--- src/rtl/oldland_debug_bridge.sv ---
// Host-side debug mailbox initiator: 9-byte host frame in, mailbox writes, req/ack handshake, 4-byte result out.
// Optional macro DEBUG_BRIDGE_TIMEOUT_EN bounds every ack wait and returns 32'hFFFFFFFF on expiry.
module oldland_debug_bridge #(
  parameter int unsigned timeout_cycles = 1000000
) (
  input  logic        clk,
  input  logic        rst_n,
  input  logic [7:0]  i_rx_data,
  input  logic        i_rx_valid,
  output logic        o_rx_ready,
  output logic [7:0]  o_tx_data,
  output logic        o_tx_valid,
  input  logic        i_tx_ready,
  output logic [1:0]  o_dbg_addr,
  output logic [31:0] o_dbg_din,
  output logic        o_dbg_wr_en,
  input  logic [31:0] i_dbg_dout,
  output logic        o_dbg_req,
  input  logic        i_dbg_ack,
  output logic        o_busy
);

  localparam int unsigned CNT_W  = 4;
  localparam int unsigned WORD_W = 32;

  typedef enum logic [3:0] {
    S_IDLE, S_WAIT_IDLE, S_WR_CMD, S_WR_ADDR, S_WR_DATA,
    S_REQ, S_READ, S_LATCH, S_RELEASE, S_TX
  } state_t;

  state_t              r_state, w_state_nxt;
  logic [CNT_W-1:0]    r_cnt, w_cnt_nxt;
  logic [7:0]          r_cmd, w_cmd_nxt;
  logic [WORD_W-1:0]   r_addr, w_addr_nxt;
  logic [WORD_W-1:0]   r_data, w_data_nxt;
  logic [WORD_W-1:0]   r_result, w_result_nxt;
  logic                r_err, w_err_nxt;
  logic                w_timeout;
  logic                w_rx_fire, w_tx_fire;

  logic                w_rx_ready, w_tx_valid, w_dbg_wr_en, w_dbg_req, w_busy;
  logic [7:0]          w_tx_data;
  logic [1:0]          w_dbg_addr;
  logic [WORD_W-1:0]   w_dbg_din;

  assign w_rx_fire = i_rx_valid && o_rx_ready;
  assign w_tx_fire = o_tx_valid && i_tx_ready;

`ifdef DEBUG_BRIDGE_TIMEOUT_EN
  localparam int unsigned TMR_W = 32;
  logic [TMR_W-1:0] r_timer;

  assign w_timeout = (r_timer == TMR_W'(timeout_cycles - 1));

  // Wait-state cycle counter, restarted on every state change.
  always_ff @(posedge clk or negedge rst_n) begin
    if (!rst_n) begin
      r_timer <= '0;
    end else if (w_state_nxt != r_state) begin
      r_timer <= '0;
    end else if (r_state == S_WAIT_IDLE || r_state == S_REQ || r_state == S_RELEASE) begin
      r_timer <= r_timer + TMR_W'(1);
    end
  end
`else
  logic w_unused_timeout;
  assign w_timeout        = 1'b0;
  assign w_unused_timeout = ^WORD_W'(timeout_cycles);
`endif

  // State and datapath registers.
  always_ff @(posedge clk or negedge rst_n) begin
    if (!rst_n) begin
      r_state  <= S_IDLE;
      r_cnt    <= '0;
      r_cmd    <= '0;
      r_addr   <= '0;
      r_data   <= '0;
      r_result <= '0;
      r_err    <= 1'b0;
    end else begin
      r_state  <= w_state_nxt;
      r_cnt    <= w_cnt_nxt;
      r_cmd    <= w_cmd_nxt;
      r_addr   <= w_addr_nxt;
      r_data   <= w_data_nxt;
      r_result <= w_result_nxt;
      r_err    <= w_err_nxt;
    end
  end

  // Next state, frame capture and result latch.
  always_comb begin
    w_state_nxt  = r_state;
    w_cnt_nxt    = r_cnt;
    w_cmd_nxt    = r_cmd;
    w_addr_nxt   = r_addr;
    w_data_nxt   = r_data;
    w_result_nxt = r_result;
    w_err_nxt    = r_err;
    case (r_state)
      S_IDLE: begin
        if (w_rx_fire) begin
          case (r_cnt)
            4'd0: begin w_cmd_nxt = i_rx_data; w_err_nxt = 1'b0; end
            4'd1: w_addr_nxt[7:0]   = i_rx_data;
            4'd2: w_addr_nxt[15:8]  = i_rx_data;
            4'd3: w_addr_nxt[23:16] = i_rx_data;
            4'd4: w_addr_nxt[31:24] = i_rx_data;
            4'd5: w_data_nxt[7:0]   = i_rx_data;
            4'd6: w_data_nxt[15:8]  = i_rx_data;
            4'd7: w_data_nxt[23:16] = i_rx_data;
            4'd8: w_data_nxt[31:24] = i_rx_data;
            default: ;
          endcase
          if (r_cnt == CNT_W'(8)) begin
            w_cnt_nxt   = '0;
            w_state_nxt = S_WAIT_IDLE;
          end else begin
            w_cnt_nxt = r_cnt + CNT_W'(1);
          end
        end
      end
      S_WAIT_IDLE: begin
        // A stale ack from the previous transaction must clear before this one starts.
        if (!i_dbg_ack) begin
          w_state_nxt = S_WR_CMD;
        end else if (w_timeout) begin
          w_result_nxt = '1;
          w_err_nxt    = 1'b1;
          w_state_nxt  = S_TX;
        end
      end
      S_WR_CMD:  w_state_nxt = S_WR_ADDR;
      S_WR_ADDR: w_state_nxt = S_WR_DATA;
      S_WR_DATA: w_state_nxt = S_REQ;
      S_REQ: begin
        if (i_dbg_ack) begin
          w_state_nxt = S_READ;
        end else if (w_timeout) begin
          w_result_nxt = '1;
          w_err_nxt    = 1'b1;
          w_state_nxt  = S_RELEASE;
        end
      end
      S_READ: w_state_nxt = S_LATCH;
      S_LATCH: begin
        w_result_nxt = i_dbg_dout;
        w_state_nxt  = S_RELEASE;
      end
      S_RELEASE: begin
        if (!i_dbg_ack) begin
          w_state_nxt = S_TX;
        end else if (w_timeout) begin
          w_result_nxt = '1;
          w_err_nxt    = 1'b1;
          w_state_nxt  = S_TX;
        end
      end
      S_TX: begin
        if (w_tx_fire) begin
          if (w_cnt_nxt == CNT_W'(3)) begin
            w_cnt_nxt   = '0;
            w_state_nxt = S_IDLE;
          end else begin
            w_cnt_nxt = r_cnt + CNT_W'(1);
          end
        end
      end
      default: w_state_nxt = S_IDLE;
    endcase
  end

  // Output decode from the next state so registered outputs line up with the state register.
  always_comb begin
    w_rx_ready  = 1'b0;
    w_tx_valid  = 1'b0;
    w_tx_data   = '0;
    w_dbg_addr  = '0;
    w_dbg_din   = '0;
    w_dbg_wr_en = 1'b0;
    w_dbg_req   = 1'b0;
    w_busy      = (w_state_nxt != S_IDLE) || (w_cnt_nxt != '0) || w_err_nxt;
    case (w_state_nxt)
      S_IDLE:    w_rx_ready = 1'b1;
      S_WR_CMD:  begin w_dbg_addr = 2'd0; w_dbg_din = {24'b0, w_cmd_nxt}; w_dbg_wr_en = 1'b1; end
      S_WR_ADDR: begin w_dbg_addr = 2'd1; w_dbg_din = w_addr_nxt;         w_dbg_wr_en = 1'b1; end
      S_WR_DATA: begin w_dbg_addr = 2'd2; w_dbg_din = w_data_nxt;         w_dbg_wr_en = 1'b1; end
      S_REQ, S_READ: begin w_dbg_addr = 2'd3; w_dbg_req = 1'b1; end
      S_LATCH:   w_dbg_addr = 2'd3;
      S_TX: begin
        w_tx_valid = 1'b1;
        w_tx_data  = 8'(w_result_nxt >> {w_cnt_nxt[1:0], 3'b000});
      end
      default: ;
    endcase
  end

  // Output registers.
  always_ff @(posedge clk or negedge rst_n) begin
    if (!rst_n) begin
      o_rx_ready  <= 1'b0;
      o_tx_valid  <= 1'b0;
      o_tx_data   <= '0;
      o_dbg_addr  <= '0;
      o_dbg_din   <= '0;
      o_dbg_wr_en <= 1'b0;
      o_dbg_req   <= 1'b0;
      o_busy      <= 1'b0;
    end else begin
      o_rx_ready  <= w_rx_ready;
      o_tx_valid  <= w_tx_valid;
      o_tx_data   <= w_tx_data;
      o_dbg_addr  <= w_dbg_addr;
      o_dbg_din   <= w_dbg_din;
      o_dbg_wr_en <= w_dbg_wr_en;
      o_dbg_req   <= w_dbg_req;
      o_busy      <= w_busy;
    end
  end

endmodule

--- config.mk ---
export PLATFORM = sky130hd
export DESIGN_NAME = oldland_debug_bridge
export DESIGN_NICKNAME = d
export VERILOG_FILES = /design/src/rtl/oldland_debug_bridge.sv
export SDC_FILE = /design/constraint.sdc
export NUM_CORES = 1
export LEC_CHECK = 0
export ABC_AREA = 0
export CELL_PAD_IN_SITES_DETAIL_PLACEMENT = 1
export CELL_PAD_IN_SITES_GLOBAL_PLACEMENT = 1
export CORE_UTILIZATION = 40
export CTS_BUF_LIST = sky130_fd_sc_hd__clkbuf_8
export DETAILED_ROUTE_END_ITERATION = 6
export GPL_ROUTABILITY_DRIVEN = 0
export PLACE_DENSITY_LB_ADDON = 0.1
export SLEW_MARGIN = 20
export SYNTH_ARGS = -nofsm -noshare
export SYNTH_HDL_FRONTEND = slang
export SYNTH_SLANG_ARGS = --single-unit
--- constraint.sdc ---
create_clock -name clk -period 2.6 [get_ports clk]
set_input_delay 0.39 -clock clk [delete_from_list [all_inputs] [get_ports clk]]
set_output_delay 0.39 -clock clk [all_outputs]
set_load 0.02 [all_outputs]
# Word level (Yosys, flattened, before mapping)
# Index checks and enable logic that the tools add are counted.
# op_classes
order_cmp	0
reduce_logical	12
div	0
multipliers	0
n_bitwise	0
n_eq_ne	24
n_shift	1
mux	39
n_addsub	1
# ops
op	n
32-bit two-way mux	5
8-bit two-way mux	12
32-bit one-hot mux with 3 select lines	1
4-bit by 3-bit == test with 1-bit output, second input constant	12
4-bit two-way mux	11
4-bit one-hot mux with 10 select lines	1
32-bit by 5-bit right shift with 8-bit output	1
4-bit by 2-bit == test with 1-bit output, second input constant	6
4-bit == test, second input constant	4
4-bit zero test	3
4-bit by 1-bit == test with 1-bit output, second input constant	2
4-bit one-hot mux with 2 select lines	1
4-bit nonzero test	2
1-bit two-way mux	7
2-bit one-hot mux with 3 select lines	1
3-bit OR reduction	2
4-bit by 1-bit adder with 4-bit output, second input constant	1
1-bit logical AND	2
1-bit logical OR	2
2-bit OR reduction	1
# totals
latchBits	0
romBits	0
memories	0
ff_bits	160
ram_bits	0
elab_cells	92
input_bits	45
output_inout_bits	47

# Logic depth before layout (Yosys ltp)
# Gate-level depths: netlist of the first run.
# logic_depth
depth_word	7
ltp_mapped	8
mapped_depth_nobuf	8

# Worst setup path before layout of the first run
# OpenSTA, ideal clock, no wires.
# synth_timing
path_kind	register to register
start	reg r_cnt[0]
end	reg o_tx_data[4]
t_required_ps	2478
path_stages_with_launch	8
synth_period_minus_slack_ps	2333
setup_time_ps	122
arrival_ps	2212
path_buffers	1
slack_ps	267
cell_sequence	dfrtp_1 > ha_1 > nor3b_1 > nor4_1 > a311oi_4 > buf_6 > mux2_2 > a32o_1
# synth_between
elab_chain_cells	6
word_cells_on_any_way	16
classes_between	1 x add/sub; 3 x eq/ne; 1 x shift; 11 x mux
# synth_lines
element	line_no	source
start: declaration	32	logic [CNT_W-1:0] r_cnt, w_cnt_nxt;
start signal: assignment	83	r_cnt <= w_cnt_nxt;
4-bit by 1-bit adder with 4-bit output (tied with other cells)	120, 166	
4-bit two-way mux (on tied branches)	162, 116	
4-bit two-way mux (on tied branches)	161, 103	
4-bit one-hot mux with 2 select lines / 4-bit one-hot mux with 10 select lines (equally long branches)	101	case (r_state)
32-bit by 5-bit right shift with 8-bit output / 4-bit == test (equally long branches)	193, 184	
8-bit two-way mux *	184	case (w_state_nxt)
net w_tx_data[4]	42	logic [7:0] w_tx_data;
end signal: assignment	213	o_tx_data <= w_tx_data;
end: declaration	11	output logic [7:0] o_tx_data,
# The timed path passes the listed nets; every way through them passes the cells marked *.

# Final worst setup path of the first run
# layout_timing
start	reg r_state[2]
end	reg o_dbg_din[0]
# layout_between
word_cells_on_any_way	25
classes_between	12 x eq/ne; 12 x mux; 1 x reduce/logical
# layout_lines
element	line_no	source
start: declaration	31	state_t r_state, w_state_nxt;
start signal: assignment	82	r_state <= w_state_nxt;
4-bit zero test	101	
32-bit two-way mux	101	
net w_addr_nxt[0]	34	logic [WORD_W-1:0] r_addr, w_addr_nxt;
32-bit one-hot mux with 3 select lines	184	
net w_dbg_din[0]	44	logic [WORD_W-1:0] w_dbg_din;
end signal: assignment	215	o_dbg_din <= w_dbg_din;
end: declaration	15	output logic [31:0] o_dbg_din,
# The timed path passes the listed nets, and every way through them passes these cells.

==> parameters.txt, run 1 <==
Parameter                              Value

Run status
  Result of the run ... finished clean

Clock network
  Post-CTS repair timing setup buffer count ... 0
  Clock tree from TritonCTS ... built
  Maximum level of the CTS H-tree ... 4
  Longest Clk Path Bufs ... 2
  CTS Root Buffer Type ... sky130_fd_sc_hd__clkbuf_8
  Skew-Pair Late Insertion Delay ... 0.45 ns
  Number of sinks driven by the clock tree ... 160
  Clock-pin slew reported for the worst setup and hold paths after clock tree synthesis ... 0.08 ns
  Number of buffers created by CTS ... 17

Synthesis
  EDFF count, synth ... 0
  Avg Cell Area, Syn ... 14.48 µm²
  Distinct cell type count after synthesis ... 53
  Proportion of synthesized area in mux cells ... 0.1938
  Number of synthesized register bits ... 160
  Number of cells produced by synthesis ... 451
  Post-synthesis adder-cell area fraction ... 0.007666
  Post-synthesis net count ... 500
  Share of the synthesized area in compound gates (AO/OA/AOI/OAI) ... 0.07896
  Ys Warns ... 0
  Simple-gate area share of the yosys netlist ... 0.08701
  Async set or reset register ratio after synthesis ... 1.000
  Main synth FF type ... sky130_fd_sc_hd__dfrtp_1
  Sequential cell area fraction in the yosys report ... 0.6133
  Post-synthesis xor/xnor area fraction ... 0.002683
  Cell area after synthesis ... 0.006529 mm²
  Largest family of logic cells by synthesized area ... multiplexers

Setup path
  Setup slack on the worst flop-to-flop path ... 0.23 ns
  Worst-path cell chain ... nand4bb_1 > nor2_2 > nand3_2 > buf_4 > mux2_2 > a221o_1
  Startpoint of the worst-slack reg-to-reg timing path ... r_state[2]$_DFF_PN0_
  Critical path depth in cells ... 6
  Reg2reg end ... o_dbg_din[0]$_DFF_PN0_
  Worst Reg-to-Reg Cells ... 6
  Endpoint required time on the critical path ... 2.93 ns
  Longest individual stage delay on the worst path ... 0.56 ns
  Launching element type of the critical path ... register
  Worst-path cell with the longest stage delay ... sky130_fd_sc_hd__dfrtp_1
  Cell family with most CP delay ... simple AND/OR/NAND/NOR gates
  Worst setup path start ... r_state[2]$_DFF_PN0_
  Peak fanout along the critical path ... 13
  Crit end category ... register
  Setup crit end ... o_dbg_din[0]$_DFF_PN0_
  Crit Path Category ... reg -> reg
  Critical path buffers and inverters ... 1
  Worst endpoint data arrival time ... 2.70 ns

Global routing
  First-pass GRT wire length ... 23940 µm
  Global router's overall resource usage ... 0.1924
  Maximum number of pins on one net before global-route repair ... 64
  Number of global-route vias before repair ... 4420
  Final global-route overflow total ... 0
  Number of antenna violations at the first check in global routing ... 0

Route
  Final routed DRC violation total ... 0
  Average routed wire per standard cell ... 18.43 µm
  Antenna Violating Nets Remaining ... 0
  Number of vias per cell after detailed routing ... 5.175
  Final Routed Wirelength ... 14560 µm
  Pre-antenna DRT Iters ... 4
  Initial DRC count ... 165
  Number of vias in the routed layout ... 4088

Floorplanning
  Number of top-level pins ... 92
  Initial core utilization ... 0.4110
  Die width ... 129.8 µm
  Die height ... 129.8 µm
  Core Box Area ... 0.01589 mm²
  Number of standard-cell rows in the floorplan ... 46
  Die Outline Area ... 0.01684 mm²

Final layout
  Most common cell after layout, fill and taps aside ... sky130_fd_sc_hd__dfrtp_1
  Final net count ... 611
  Fraction of layout cells with a size suffix above 1 ... 0.3049
  Diodes inserted ... 0
  Most used cells in the layout excluding fill and tap cells ... sky130_fd_sc_hd__dfrtp_1, sky130_fd_sc_hd__mux2_2, sky130_fd_sc_hd__clkdlybuf4s50_1
  Layout-stage area growth over the synthesis result ... 25.62%

Pwr
  Total power ... 8613 µW
  Power density over the cells ... 1050 mW/mm²
  Max rail drop VDD ... 0.4004 mV
  Reported leakage power ... 0.003662 µW

Place
  Post-DP HPWL ... 9713 µm
  Pre-CTS setup slack ... 0.06993 ns
  I/O Buffers ... 91

STA
  Final worst-path setup slack ... 0.2307 ns
  Final count of hold timing violations ... 0
  Total Negative Setup Slacks ... 0 ns
  Final hold slack ... 0.4897 ns
  Final count of pins violating max slew ... 0
  Post-route minimum period ... 2.369 ns
  Slew at the pin closest to its max-slew limit ... 0.7469 ns
  Maximum clock frequency ... 422.1 MHz
  Relative slew margins ... 0.5020
  Clk_skew ... 0.01207 ns
  Number of setup violations in the final report ... 0
  Part of the cycle the worst path needs ... 0.9113
  RSZ-0062 raised after global routing ... false

Flow run
  Number of max-cap violations ... 0

Min path
  Hold WC Path Type ... in -> async
-- sequential cells by signal, indices dropped and copies added, names as in the netlist, 2 cells and up --
register,cells
r_result,32
r_data,32
o_dbg_din,32
r_cmd,8
r_cnt,4
r_state,4
o_dbg_addr,2
o_tx_data,8
r_addr,32
-- final cells by class --
type	count	area, µm²
fillers	1596	7684
flip-flops and latches	160	4004
multi-input cells	268	2432
repair buffers	110	1095
well taps	216	270.3
clock buffers	19	261.5
clock inverters	12	120.1
inverters	5	18.77
-- layer usage --
layer / GRT usage / wire length (µm)
met1: 0.2613 / 6701
met5: 0 / 0
met4: 0.06977 / 186
met3: 0.04346 / 509
met2: 0.3029 / 7165
-- cell families (layout without fill, tap and decap cells) --
| logic type | after synthesis | after routing |
|---|---|---|
| AO/OA/AOI/OAI | 60 | 60 |
| XOR/XNOR | 2 | 2 |
| adder cells (fa/ha/maj) | 4 | 4 |
| buffers and inverters | 23 | 146 |
| flip-flops | 160 | 160 |
| multiplexers | 112 | 112 |
| AND/OR/NAND/NOR | 90 | 90 |
-- report_power, final --
group / total (µW) / switching (µW) / internal, µW
sequential: 3830 / 387 / 3450
combinational: 3010 / 1430 / 1570
clock: 1770 / 886 / 888
-- Yosys cell counts, types with 3 or more instances --
master	instances	area, µm²
sky130_fd_sc_hd__inv_1	4	15.01
sky130_fd_sc_hd__nand2b_1	18	112.6
sky130_fd_sc_hd__nand2_1	10	37.54
sky130_fd_sc_hd__buf_2	3	15.01
sky130_fd_sc_hd__o21ai_0	5	25.02
sky130_fd_sc_hd__a22o_1	24	210.2
sky130_fd_sc_hd__dfrtp_1	160	4004
sky130_fd_sc_hd__clkbuf_1	11	41.29
sky130_fd_sc_hd__mux2_2	110	1239
sky130_fd_sc_hd__nor2_1	12	45.04
sky130_fd_sc_hd__nand3_1	9	45.04
sky130_fd_sc_hd__nor3_1	4	20.02
sky130_fd_sc_hd__nor2b_1	8	50.05
sky130_fd_sc_hd__a32o_1	8	80.08
sky130_fd_sc_hd__a21oi_1	7	35.03
sky130_fd_sc_hd__ha_1	4	50.05
sky130_fd_sc_hd__a221o_1	8	80.08
sky130_fd_sc_hd__nand4bb_1	3	33.78
sky130_fd_sc_hd__nand2_2	3	18.77
-- worst min path at each step --
stage	startpoint	end	slack (ns)	depth (start not counted)
global placement	rst_n	o_dbg_wr_en$_DFF_PN0_	0.42	1
floorplan	rst_n	o_busy$_DFF_PN0_	0.09	0
finish	rst_n	o_dbg_wr_en$_DFF_PN0_	0.49	2
detailed placement	rst_n	o_dbg_wr_en$_DFF_PN0_	0.43	1
CTS	rst_n	r_data[7]$_DFF_PN0_	0.50	2
global route	r_addr[17]$_DFF_PN0_	r_addr[17]$_DFF_PN0_	0.51	1
-- metrics by stage --
stage            util  area [µm²]  instances
2_1_floorplan       -        6529        451
4_1_cts        0.5159        8195        790
3_5_place_dp   0.4913        7804        758
3_3_place_gp   0.4913        7804        758
6_report       0.5163        8202        790
5_1_grt        0.5163        8202        790
-- what timing repair did --
item / CTS / global route
resized for setup: 0 / 2
hold endpoints to repair: 59 / 0
hold buffers: 1 / 0
setup endpoints to repair: 0 / 3
(Power assumes the default switching activity.)
==> run 2: changes to the inputs <==
--- a/config.mk
+++ b/config.mk
@@ -8,11 +8,13 @@
 export ABC_AREA = 0
 export CELL_PAD_IN_SITES_DETAIL_PLACEMENT = 1
 export CELL_PAD_IN_SITES_GLOBAL_PLACEMENT = 1
-export CORE_UTILIZATION = 40
+export CORE_MARGIN = 10
+export CORE_UTILIZATION = 47
 export CTS_BUF_LIST = sky130_fd_sc_hd__clkbuf_8
 export DETAILED_ROUTE_END_ITERATION = 6
 export GPL_ROUTABILITY_DRIVEN = 0
 export PLACE_DENSITY_LB_ADDON = 0.1
+export REMOVE_ABC_BUFFERS = 1
 export SLEW_MARGIN = 20
 export SYNTH_ARGS = -nofsm -noshare
 export SYNTH_HDL_FRONTEND = slang
==> run 2 against run 1 <==
Compared with the run above:
- register-to-register slack barely moved
- power fell by 1.7%
- clock-buffer cell count rose by 2
- highest routed layer unchanged
- critical endpoint is now o_dbg_din[23]$_DFF_PN0_
==> parameters.txt, run 2 (same netlist as run 1, synthesis figures left out) <==
Parameter                              Value

Route
  Average routed wire per standard cell ... 20.09 µm
  Pre-antenna DRT Iters ... 4
  Final routed DRC violation total ... 0
  Initial DRC count ... 143
  Final Routed Wirelength ... 15150 µm
  Number of vias per cell after detailed routing ... 5.395
  Antenna Violating Nets Remaining ... 0
  Number of vias in the routed layout ... 4068

Floorplanning
  Core Box Area ... 0.01372 mm²
  Die width ... 137.9 µm
  Number of top-level pins ... 92
  Die Outline Area ... 0.01901 mm²
  Initial core utilization ... 0.4759
  Die height ... 137.9 µm
  Number of standard-cell rows in the floorplan ... 43

Clock network
  Skew-Pair Late Insertion Delay ... 0.43 ns
  CTS Root Buffer Type ... sky130_fd_sc_hd__clkbuf_8
  Number of buffers created by CTS ... 17
  Post-CTS repair timing setup buffer count ... 0
  Clock-pin slew reported for the worst setup and hold paths after clock tree synthesis ... 0.08 ns
  Maximum level of the CTS H-tree ... 4
  Number of sinks driven by the clock tree ... 160
  Longest Clk Path Bufs ... 2
  Clock tree from TritonCTS ... built
  Count of instances resized after the clock tree is built ... 0

Setup path
  Worst setup path start ... r_state[2]$_DFF_PN0_
  Reg2reg end ... o_dbg_din[23]$_DFF_PN0_
  Worst endpoint data arrival time ... 2.69 ns
  Endpoint required time on the critical path ... 2.92 ns
  Setup slack on the worst flop-to-flop path ... 0.23 ns
  Launching element type of the critical path ... register
  Crit Path Category ... reg -> reg
  Peak fanout along the critical path ... 13
  Startpoint of the worst-slack reg-to-reg timing path ... r_state[2]$_DFF_PN0_
  Worst Reg-to-Reg Cells ... 5
  Crit end category ... register

Final layout
  Most used cells in the layout excluding fill and tap cells ... sky130_fd_sc_hd__dfrtp_1, sky130_fd_sc_hd__mux2_2, sky130_fd_sc_hd__clkdlybuf4s50_1
  Layout-stage area growth over the synthesis result ... 24.36%
  Area taken by multi-input logic gates ... 0.002426 mm²
  Register area ... 0.004004 mm²
  Final net count ... 611
  Most common cell after layout, fill and taps aside ... sky130_fd_sc_hd__dfrtp_1
  Fraction of layout cells with a size suffix above 1 ... 0.2997
  Diodes inserted ... 0
  Finished Cell Area ... 0.008119 mm²
  Post-Layout Cell Count ... 754
  Utilization after layout ... 0.5918
  Number of fillers in the final layout ... 1341

Pwr
  Total power ... 8465 µW
  Max rail drop VDD ... 0.4345 mV
  Reported leakage power ... 0.003649 µW
  Power density over the cells ... 1043 mW/mm²

Place
  Post-DP HPWL ... 10480 µm
  Instance count after placement with tap cells included ... 722
  I/O Buffers ... 91
  Placed instance area ... 0.007771 mm²

STA
  RSZ-0062 raised after global routing ... false
  Total Negative Setup Slacks ... 0 ns
  Final count of pins violating max slew ... 0
  Number of setup violations in the final report ... 0
  Part of the cycle the worst path needs ... 0.9109
  Clk_skew ... 0.007833 ns
  Relative slew margins ... 0.4901
  Maximum clock frequency ... 422.2 MHz
  Post-route minimum period ... 2.368 ns
  Final count of hold timing violations ... 0
  Slew at the pin closest to its max-slew limit ... 0.7649 ns

Global routing
  Global router's overall resource usage ... 0.1652
  Maximum number of pins on one net before global-route repair ... 62
  First-pass GRT wire length ... 24280 µm
  Number of global-route vias before repair ... 4548
  Final global-route overflow total ... 0
  Number of antenna violations at the first check in global routing ... 0

Min path
  Hold WC Path Type ... in -> async

Flow run
  Number of max-cap violations ... 0

Run status
  Result of the run ... finished clean
[run 2: changes by cell type in the layout (fill, tap and decap cells not counted), sizes merged]
| cell | previous run | this run |
|---|---|---|
| clkinv | 5 | 3 |
| bufinv | 2 | 0 |
| clkinvlp | 1 | 2 |
| clkbuf | 19 | 21 |
| inv | 9 | 10 |
[run 2: metal layers]
layer / share of wire / GRT usage
met4: 0.0096 / 0.05910
met2: 0.49 / 0.2664
met3: 0.054 / 0.04601
met1: 0.44 / 0.2089
met5: 0 / 0
[run 2: worst max-delay path by stage]
stage	end	slack [ns]
global placement	o_dbg_din[1]$_DFF_PN0_	0.06
floorplan	o_tx_data[5]$_DFF_PN0_	-0.18
detailed placement	o_dbg_din[29]$_DFF_PN0_	0.01
finish	o_dbg_din[23]$_DFF_PN0_	0.23
CTS	o_dbg_din[29]$_DFF_PN0_	0.19
global route	o_tx_data[6]$_DFF_PN0_	0.03
[run 2: critical path, stage by stage (launching register included)]
cell	delay, ns
sky130_fd_sc_hd__dfrtp_1	0.55
sky130_fd_sc_hd__nand4bb_1	0.39
sky130_fd_sc_hd__nor4b_4	0.46
sky130_fd_sc_hd__nand2_2	0.26
sky130_fd_sc_hd__mux2_2	0.35
sky130_fd_sc_hd__a22o_1	0.23
[run 2: final cells by class]
| type | count | share of cell area |
|---|---|---|
| flip-flops and latches | 160 | 0.4931 |
| clock buffers | 21 | 0.03560 |
| inverters | 5 | 0.002312 |
| repair buffers | 110 | 0.1364 |
| clock inverters | 10 | 0.006010 |
| multi-input cells | 268 | 0.2988 |
| well taps | 180 | 0.02774 |
[run 2: power by group]
part | leakage, µW | internal [µW] | switching, µW
Sequential | 0.00206 | 3450 | 378
Clock | 0.000190 | 734 | 835
Combinational | 0.00140 | 1590 | 1480
Total | 0.00365 | 5770 | 2690
[run 2: through the flow]
step / hold slack (ns) / worst slack, ns
2_1_floorplan: 0.09441 / -0.1790
3_3_place_gp: 0.3662 / 0.06101
3_5_place_dp: 0.3765 / 0.01172
4_1_cts: 0.4610 / 0.1881
5_1_grt: 0.4977 / 0.03209
6_report: 0.4690 / 0.2315
[run 2: repair_timing]
item / 4_1_cts / 5_1_grt
setup endpoints to repair: 0 / 0
hold endpoints to repair: 53 / 0
hold buffers: 1 / 0
==> edit: new RTL, settings of run 2 <==
Re-encode `state_t` (10 states) as one-hot, 10 bits wide.
--- a/src/rtl/oldland_debug_bridge.sv
+++ b/src/rtl/oldland_debug_bridge.sv
@@ -23,9 +23,9 @@
   localparam int unsigned CNT_W  = 4;
   localparam int unsigned WORD_W = 32;
 
-  typedef enum logic [3:0] {
-    S_IDLE, S_WAIT_IDLE, S_WR_CMD, S_WR_ADDR, S_WR_DATA,
-    S_REQ, S_READ, S_LATCH, S_RELEASE, S_TX
+  typedef enum logic [9:0] {
+    S_IDLE = 10'b0000000001, S_WAIT_IDLE = 10'b0000000010, S_WR_CMD = 10'b0000000100, S_WR_ADDR = 10'b0000001000, S_WR_DATA = 10'b0000010000,
+    S_REQ = 10'b0000100000, S_READ = 10'b0001000000, S_LATCH = 10'b0010000000, S_RELEASE = 10'b0100000000, S_TX = 10'b1000000000
   } state_t;
 
   state_t              r_state, w_state_nxt;
Behaviour: no difference found for any inputs over 10 cycles, from zero or initial values and one cycle with rst_n low; not proved beyond that.
==> edit against run 2 <==
Total power fell by 13%; routed wire length rose by 15%; count of clock-buffer cells in the layout fell by 2; worst setup slack got worse by 160 ps; hold slack got worse by 3.0 ps; sequential cell count rose by 6; via count rose by 8.3%; cell area rose by 7.8%; cell count rose by 5.2%; synthesized area rose by 2.6%; global-route usage rose by 1.3 points.
==> edit: results (changes against run 2) <==
The flow ran to the end, and the final reports show no timing, DRC or antenna violations. The arrival time of data at the critical path endpoint is 2850 ps (+160 ps), and the share of the core filled with cells in the final layout is 62.8% (+3.6 points). The complex-gate fraction of the synthesized area is 7.80% (-0.091 points), and the detailed-placement wirelength estimate is 11.6 mm (+11%). The tools report the number of max-cap violations as 0 (unchanged). After synthesis, the cell types taking the most area are dfrtp_1 (62%), mux2_2 (17%), a22o_1 (3.4%). The violation count after the first detailed-routing iteration is 200 (+40%), and the transition time at the pin with the least slew margin is 601 ps (-164 ps).

The count of placed standard cells including taps was 756 (+4.7%). Share of the synthesized netlist area taken by xor and xnor gates: 0% (-0.27 points). The tools report the number of nets in the layout as 649 (+6.2%). The largest fanout on the critical path works out to 8 (-5).

By count the netlist is led by dfrtp_1 (165), mux2_2 (100), a22o_1 (26). The average wire per standard cell came out at 21.9 um (+9.2%). The maximum clock path buffer count came out at 2 (unchanged). The logs give 4407 (+8.3%) for the via count and 1311 (-2.2%) for the number of fillers in the final layout. The multiplexer fraction of the synthesized cell area is 19.0% (-0.37 points). The adder and majority cell fraction of the synthesized area came out at 0.747% (-0.020 points).

The total routed wirelength came out at 17.4 mm (+15%). The area of placed instances was 8170 um^2 (+5.1%). The logs give 62.0% (+0.68 points) for the share of the yosys chip area belonging to registers and 450 ps (+20 ps) for the clock insertion delay at the later pin of the skew report. The tools report the sum of routed wire segments on met1 as 7.31 mm (+8.6%).

The leakage power of the design came out at 0.00399 uW (+9.3%). The maximum vdd ir drop was 0.427 mV (-1.8%). The logs give 687 um (-16%) for the detailed-routed wire length on met3 and 57 (+7.5%) for the number of distinct library cells after synthesis. The logs give 0 (unchanged) for the number of antenna violations at the first check in global routing and 9.15 mm (+23%) for the length of routed met2 wiring. The largest net degree at the start of global routing is 60 (-3.2%).

Total routing usage reported by global routing: 17.8% (+1.3 points). Fraction of final layout cells sized beyond drive strength 1: 34.7% (+4.8 points). The cell depth of the worst flop-to-flop path is 6 (+1), and the synthesized instance count is 461 (+2.2%).
[edit: changes by cell type in the layout (fill, tap and decap cells not counted), sizes merged, moves of 5 or more]
cell / run 2 / this run
mux2i: 0 / 9
dfrtp: 160 / 165
nand2b: 18 / 5
a32o: 8 / 0
buf: 19 / 45
nor2: 13 / 23
nand4b: 1 / 7
mux2: 112 / 104
o32ai: 0 / 8
and2: 2 / 8
a21oi: 7 / 2
[edit: power breakdown]
group          total, uW  internal (uW)  switching (uW)
registers           3400           3170             230
logic               2000            978            1020
clock network       1930            996             935
total               7330           5150            2190
[edit: worst paths after layout]
kind | startpoint | to | slack, ps
setup / recovery | r_state[4]$_DFF_PN0_ | o_dbg_din[2]$_DFF_PN0_ | 70
setup reg to reg | r_state[4]$_DFF_PN0_ | o_dbg_din[2]$_DFF_PN0_ | 70
hold / removal | rst_n | o_dbg_din[17]$_DFF_PN0_ | 470
max in group asynchronous | rst_n | r_state[0]$_DFF_PN1_ | 1390
hold reg to reg | r_data[1]$_DFF_PN0_ | r_data[1]$_DFF_PN0_ | 500
min in group clk | r_data[1]$_DFF_PN0_ | r_data[1]$_DFF_PN0_ | 500
[edit: cell type report]
type | count | share of cell area [%]
Sequential cell | 166 | 47.5
Multi-Input combinational cell | 269 | 29.0
Timing Repair Buffer | 137 | 15.8
Clock buffer | 19 | 2.99
Tap cell | 180 | 2.57
Clock inverter | 13 | 1.76
Inverter | 9 | 0.386
[edit: metal layers]
metal,vias up,GRT usage (%)
met4,0,5.38
met1,2319,21.2
met3,18,4.56
li1,1978,-
met2,92,30.8
met5,-,0
[edit: cell families (layout without fill, tap and decap cells)]
logic type                 count (synthesis)  count (layout)
DFF                                      166             166
muxes                                    113             113
and+or+nand+nor                           90              90
AOI/OAI and AO/OA                         62              62
buffers and inverters                     26             178
adders and majority gates                  4               4
[edit: repair_timing]
| action | 4_1_cts | 5_1_grt |
|---|---|---|
| endpoints found under the setup margin | 39 | 15 |
| hold buffers | 1 | 0 |
| gates resized for setup | 4 | 19 |
| setup buffers | 0 | 3 |
| hold endpoints to repair | 53 | 0 |
| pin swaps | 1 | 7 |
| gates cloned | 0 | 1 |
[edit: worst max-delay path, cell delays in order, from the launching register on]
cell and delay, ps:
dfrtp_1 390, or4_4 590, nor4_4 400, nand2_4 170
mux2_1 360, and2_0 180, a221o_1 310
[edit: stage by stage]
| step | setup WS [ps] | TNS, ps |
|---|---|---|
| after floorplan | -689 | -22330 |
| after global placement | -84.0 | -346 |
| after detailed placement | -138 | -1630 |
| after CTS | 4.34 | 0 |
| after global routing | -14.5 | -22.2 |
| final | 66.8 | 0 |
